$ cat src/rtl/v_row_loader_pkg.sv
// Shared types for the V-row loader: the assembled row vector and the FSM state enum.
// MAX_SEQ_LENGTH may be supplied by the build; it falls back to 8 rows.
`ifndef MAX_SEQ_LENGTH
`define MAX_SEQ_LENGTH 8
`endif

package v_row_loader_pkg;
  localparam int V_VEC_W = 512;
  typedef logic [V_VEC_W-1:0] V_VECTOR_T;

  typedef enum logic [2:0] {
    ST_IDLE,
    ST_REQ,
    ST_RSP,
    ST_PUSH,
    ST_FIN
  } v_loader_state_t;

  // Counter width that stays legal when the count is 1.
  function automatic int cnt_w(input int n);
    return (n > 1) ? $clog2(n) : 1;
  endfunction
endpackage

$ cat src/rtl/v_row_loader_beat_packer.sv
// v_beat_packer: gathers MEM_DATA_W beats into one V_VECTOR_T, beat 0 in the LSBs.
module v_beat_packer
  import v_row_loader_pkg::*;
#(
  parameter int MEM_DATA_W = 64,
  parameter int BEATS      = 8
) (
  input  logic                  clk,
  input  logic                  rst,
  input  logic                  clear_i,
  input  logic                  beat_valid_i,
  input  logic [MEM_DATA_W-1:0] beat_data_i,
  output logic                  row_full_o,
  output V_VECTOR_T             row_o
);
  localparam int BW = cnt_w(BEATS);

  logic [BW-1:0] beat_q;
  V_VECTOR_T     row_q;

  // High in the cycle the final beat of a row is captured.
  assign row_full_o = beat_valid_i && (beat_q == BW'(BEATS - 1));
  assign row_o      = row_q;

  always_ff @(posedge clk) begin
    if (rst) begin
      beat_q <= '0;
      row_q  <= '0;
    end else if (clear_i) begin
      beat_q <= '0;
    end else if (beat_valid_i) begin
      row_q[beat_q*MEM_DATA_W +: MEM_DATA_W] <= beat_data_i;
      beat_q <= row_full_o ? '0 : beat_q + BW'(1);
    end
  end
endmodule

$ cat src/rtl/v_row_loader.sv
// v_row_loader: fetches V rows beat by beat, assembles them and pushes each row into the V FIFO.
// Define V_LOADER_STATS_EN to count FIFO back-pressure cycles on stall_cycles.
module v_row_loader
  import v_row_loader_pkg::*;
#(
  parameter int MEM_DATA_W = 64,
  parameter int ADDR_W     = 32,
  parameter int MAX_ROWS   = `MAX_SEQ_LENGTH,
  localparam int NR_W      = $clog2(MAX_ROWS) + 1
) (
  input  logic                  clk,
  input  logic                  rst,
  input  logic                  start,
  input  logic [ADDR_W-1:0]     base_addr,
  input  logic [NR_W-1:0]       num_rows,
  output logic                  busy,
  output logic                  done,
  output logic                  mem_req_valid,
  input  logic                  mem_req_ready,
  output logic [ADDR_W-1:0]     mem_req_addr,
  input  logic                  mem_rsp_valid,
  input  logic [MEM_DATA_W-1:0] mem_rsp_data,
  output logic                  write_enable,
  input  logic                  sram_ready,
  output V_VECTOR_T             write_data,
  output logic [31:0]           stall_cycles
);
  localparam int BEATS = $bits(V_VECTOR_T) / MEM_DATA_W;
  localparam logic [ADDR_W-1:0] STEP = ADDR_W'(MEM_DATA_W / 8);

  if (BEATS < 1 || BEATS * MEM_DATA_W != $bits(V_VECTOR_T)) begin : g_bad_width
    $error("v_row_loader: V_VECTOR_T width is not a whole number of MEM_DATA_W beats");
  end

  v_loader_state_t state_q;
  logic [ADDR_W-1:0] addr_q;
  logic [NR_W-1:0]   rows_q, row_cnt_q, rows_d;
  logic              busy_q, done_q, req_valid_q, we_q;
  logic              start_ok, beat_valid, row_full;

  assign start_ok   = (state_q == ST_IDLE) && start;
  assign beat_valid = (state_q == ST_RSP) && mem_rsp_valid;
  assign rows_d     = (num_rows > NR_W'(MAX_ROWS)) ? NR_W'(MAX_ROWS) : num_rows;

  v_beat_packer #(.MEM_DATA_W(MEM_DATA_W), .BEATS(BEATS)) u_packer (
    .clk          (clk),
    .rst          (rst),
    .clear_i      (start_ok),
    .beat_valid_i (beat_valid),
    .beat_data_i  (mem_rsp_data),
    .row_full_o   (row_full),
    .row_o        (write_data)
  );

  always_ff @(posedge clk) begin
    if (rst) begin
      state_q     <= ST_IDLE;
      addr_q      <= '0;
      rows_q      <= '0;
      row_cnt_q   <= '0;
      busy_q      <= 1'b0;
      done_q      <= 1'b0;
      req_valid_q <= 1'b0;
      we_q        <= 1'b0;
    end else begin
      case (state_q)
        ST_IDLE: if (start) begin
          addr_q    <= base_addr;
          rows_q    <= rows_d;
          row_cnt_q <= '0;
          if (rows_d == '0) begin
            state_q <= ST_FIN;
            done_q  <= 1'b1;
          end else begin
            state_q     <= ST_REQ;
            busy_q      <= 1'b1;
            req_valid_q <= 1'b1;
          end
        end
        ST_REQ: if (mem_req_ready) begin
          addr_q      <= addr_q + STEP;
          req_valid_q <= 1'b0;
          state_q     <= ST_RSP;
        end
        ST_RSP: if (mem_rsp_valid) begin
          if (row_full) begin
            state_q <= ST_PUSH;
            we_q    <= 1'b1;
          end else begin
            state_q     <= ST_REQ;
            req_valid_q <= 1'b1;
          end
        end
        ST_PUSH: if (sram_ready) begin
          we_q      <= 1'b0;
          row_cnt_q <= row_cnt_q + NR_W'(1);
          if (row_cnt_q + NR_W'(1) == rows_q) begin
            state_q <= ST_FIN;
            busy_q  <= 1'b0;
            done_q  <= 1'b1;
          end else begin
            state_q     <= ST_REQ;
            req_valid_q <= 1'b1;
          end
        end
        ST_FIN: begin
          done_q  <= 1'b0;
          state_q <= ST_IDLE;
        end
        default: state_q <= ST_IDLE;
      endcase
    end
  end

  assign busy          = busy_q;
  assign done          = done_q;
  assign mem_req_valid = req_valid_q;
  assign mem_req_addr  = addr_q;
  assign write_enable  = we_q;

`ifdef V_LOADER_STATS_EN
  logic [31:0] stall_q;
  // Saturating count of PUSH cycles refused by the FIFO.
  always_ff @(posedge clk) begin
    if (rst || start_ok)
      stall_q <= '0;
    else if (state_q == ST_PUSH && !sram_ready && stall_q != 32'hFFFF_FFFF)
      stall_q <= stall_q + 32'd1;
  end
  assign stall_cycles = stall_q;
`else
  assign stall_cycles = '0;
`endif
endmodule

$ cat config.mk
export PLATFORM = sky130hd
export DESIGN_NAME = v_row_loader
export DESIGN_NICKNAME = d
export VERILOG_FILES = /design/src/rtl/v_row_loader_pkg.sv /design/src/rtl/v_row_loader_beat_packer.sv /design/src/rtl/v_row_loader.sv
export SDC_FILE = /design/constraint.sdc
export NUM_CORES = 1
export LEC_CHECK = 0
export BUFFER_PORTS_ARGS = -buffer_cell sky130_fd_sc_hd__buf_2
export CAP_MARGIN = 20
export CORE_AREA = 4 4 263 265
export CTS_BUF_LIST = sky130_fd_sc_hd__clkbuf_4 sky130_fd_sc_hd__clkbuf_8
export DETAILED_ROUTE_END_ITERATION = 6
export DIE_AREA = 0 0 267 269
export HOLD_SLACK_MARGIN = 0.15
export PLACE_DENSITY = 0.71
export SYNTH_ARGS = -nofsm -noshare
export SYNTH_HDL_FRONTEND = slang
export SYNTH_HIERARCHICAL = 1
export SYNTH_SLANG_ARGS = --single-unit
$ cat constraint.sdc
create_clock -name clk -period 3.4 [get_ports clk]
set_clock_uncertainty 0.15 [all_clocks]
set_input_delay 0.51 -clock clk [delete_from_list [all_inputs] [get_ports clk]]
set_output_delay 0.51 -clock clk [all_outputs]
set_load 0.01 [all_outputs]
==> results.toml <==
[run_status]
status = "complete, no violations"

[worst_hold_path]
holdPathStages = 5
hold_end = "mem_req_addr[31]"
min_path_type = "input port to flip-flop"
min_from = "base_addr[31]"

[pwr]
power_density_nw_per_um2 = 454
combPwrFrac_pct = 8.4
p_seq_share_pct = 46.8
peakVddDrop_uv = 338
p_leak_nw = 13.4
power.internal_w = 0.0108
pwr-share-clk_pct = 44.8
power.switching_w = 0.00373
swShare_pct = 25.7

[routing]
drt_wl_total_um = 93000
routedLengthMet1_um = 37300
post_drt_wl_per_cell_um = 21.9
viasPerCell = 5.26
drc = 0
drt-initial-drc-count = 1821
drt.antenna.violating_nets = 0
num_vias = 22300
top_layer_used = "met4"
wl_met3_um = 8660
route.met2.wl_um = 44100
drt-pass1-iter-count = 7

[sta]
slew_viol_final = 0
final-setup-viol-count = 0
fmax_mhz = 342
fin_crit_ns = 2.92
hold_viol_final = 0
slew_headroom_pct = 26.8
fin_tns_setup_ns = 0
grt_setup_unrepaired = "false"
fin_crit_sh_pct = 85.9
tightestPinTransition_ns = 1.10

[worst_setup_path]
end_kind = "flip-flop"
critical_path_required_ns = 3.85
cp_slowest_cell = "ha_1"
crit_chain = "inv_1 -> ha_1 -> ha_1 -> or3_4 -> buf_4 -> mux2i_1"
critPathMostFrequentCell = "ha_1"
max_stage_delay_ns = 0.63
criticalPathCategory = "flip-flop to flip-flop"
crit_arrival_ns = 3.37
crit_path_max_fanout = 41
cp-start-kind = "flip-flop"
reg2reg_slack_ns = 0.48
crit_family = "adder cells"
r2r_start = "u_packer/beat_q[1]"
r2r_cells = 6
crit_buf_inv = 2
r2r_end = "u_packer/row_o[467]"

[synthesis]
avgSynthCellArea_um2 = 9.54
synth_edf_count = 0
synth_cell_types = 68
synth-seq-cells = 562
synth_area_um2 = 25100
ys_seq_area_share_pct = 44.9
synth_cells = 2626
synth_ff_type = "dfxtp_1"
yosysWarnings = 6
synth.area.top_cells = "dfxtp_1, mux2i_1, nand2b_1"
yosys.cell_count.top_type = "dfxtp_1"
synth.largest_area_cell = "dfxtp_1"
synth_common_cells = "dfxtp_1, nand2b_1, mux2i_1"
synth_top_area_share_pct = 44.9
ys_async_sr_fraction_pct = 0

[floorplanning]
coreArea_um2 = 66800
ios = 686
die_x_um = 267
die_height_um = 269
die_area_um2 = 71800
initial_core_util_pct = 37.5
fp-row-count = 95

[finish]
fillers = 6189
utilization_pct = 47.9
nets = 3416
n_antenna_cell = 0
drive_above_1_share_pct = 27.0
syn_to_final_growth_pct = 27.7

[clock_network]
clk_latency_ns = 0.69
htreeDepth = 3
clk_path_buf_depth = 3
cts_tree = "done"
clkSinkCount = 562
clk_pin_slew_ns = 0.06
cts-root-buf = "clkbuf_8"
cts_made_buffers = 96

[placement]
gp_congestion = 0.899
io_buffers = 653
hpwlAfterDp_um = 63200

[global_routing]
grt_pass1_vias = 21300
grt_max_degree = 114
track_usage_pct = 24.3
grt_first_pass_wirelength_um = 136000
antenna_found_initial = 0
grt.overflow.total = 0

[job]
maxCapViolCount = 0
[metal layers]
layer / vias to the layer above / GRT usage, %
met5: - / 0
met1: 10700 / 29.7
met3: 171 / 7.61
li1: 10400 / -
met4: 0 / 8.54
met2: 990 / 40.8
[how the worst max path moves through the flow]
stage	startpoint	endpoint	slack, ns	cells past startpoint
3_3_place_gp	mem_req_ready	u_packer/row_o[469]	0.51	9
6_report	u_packer/beat_q[1]	u_packer/row_o[467]	0.48	6
2_1_floorplan	u_packer/beat_q[0]	u_packer/row_o[290]	0.43	14
4_1_cts	u_packer/beat_q[1]	u_packer/row_o[467]	0.47	6
3_5_place_dp	mem_req_ready	u_packer/row_o[467]	0.44	9
5_1_grt	u_packer/beat_q[1]	u_packer/row_o[111]	0.28	7
[logic make-up (layout without fill, tap and decap cells)]
family / count (synthesis) / count (layout) / share of synthesized area [%]
muxes: 412 / 412 / 16.5
AOI/OAI and AO/OA: 339 / 339 / 8.11
adders and majority gates: 9 / 9 / 0.449
and+or+nand+nor: 1014 / 1014 / 24.0
buffers and inverters: 283 / 994 / 5.81
xor gates and xnor gates: 6 / 6 / 0.210
other: 1 / 32 / 0.0150
DFF: 562 / 562 / 44.9
[layout by cell type (no fill, tap or decap), types with 6 or more instances in the layout]
cell	netlist	routed
nand3b_1	48	48
nor3b_1	68	66
nor3_1	17	15
o22ai_1	7	7
nand4_1	119	119
a211oi_1	17	17
and2_1	8	8
mux2i_1	411	411
conb_1	1	32
a221oi_1	6	6
o21ai_0	70	70
ha_1	9	8
nand2_1	194	194
clkbuf_8	0	121
a21oi_1	146	146
nor2_1	21	21
clkbuf_4	0	29
clkinv_2	0	6
nand2b_1	474	474
buf_12	0	16
buf_4	55	41
inv_1	10	10
buf_2	64	652
nand3_1	17	17
dfxtp_1	562	561
o31ai_1	65	64
dlygate4sd3_1	0	109
[sequential cells by signal, indices dropped and copies added, names as in the netlist]
name             count
busy                 1
done                 1
mem_req_addr        32
mem_req_valid        1
row_cnt_q            4
rows_q               4
state_q              3
u_packer/beat_q      3
u_packer/row_o     512
write_enable         1
[area by class of cell]
type                    count  area [um^2]  area share, %
multi-input cells        1812        12600           39.3
clock buffers             150         1880           5.88
clock inverters            15          169          0.528
inverters                  10         37.5          0.117
repair buffers            819         5000           15.6
flip-flops and latches    562        11300           35.2
well taps                 873         1090           3.41
[what timing repair did]
| item | in CTS | in global routing |
|---|---|---|
| hold endpoints to repair | 549 | 0 |
| resized for setup | 0 | 0 |
| hold buffers | 109 | 0 |
| buffers inserted | 0 | 0 |
[tightest hold or removal path: cells and delay by family]
family / cells / cell delay [ns]
buffers and inverters: 1 / 0.11
AOI/OAI and AO/OA: 2 / 0.14
muxes: 1 / 0.14
and+or+nand+nor: 1 / 0.14
[power by group through the flow]
stage / Combinational [W] / Clock [W] / Sequential, W
floorplan: 0.000639 / 0 / 0.00695
global placement: 0.00110 / 0 / 0.00693
detailed placement: 0.00110 / 0 / 0.00693
CTS: 0.00121 / 0.00665 / 0.00679
global route: 0.00131 / 0.00695 / 0.00681
finish: 0.00123 / 0.00651 / 0.00680
[per-stage QoR]
stage,cell area [um^2],total power (W),worst slack (ns),hold WS [ns],instances
floorplan,25200,0.00759,0.434,0.294,2657
global placement,28900,0.00803,0.507,0.292,3967
detailed placement,28900,0.00803,0.437,0.296,3967
CTS,32000,0.0146,0.473,0.161,4241
global route,32000,0.0151,0.283,0.216,4241
finish,32000,0.0145,0.479,0.238,4241
Note: power is estimated with default switching activity, not from simulation.
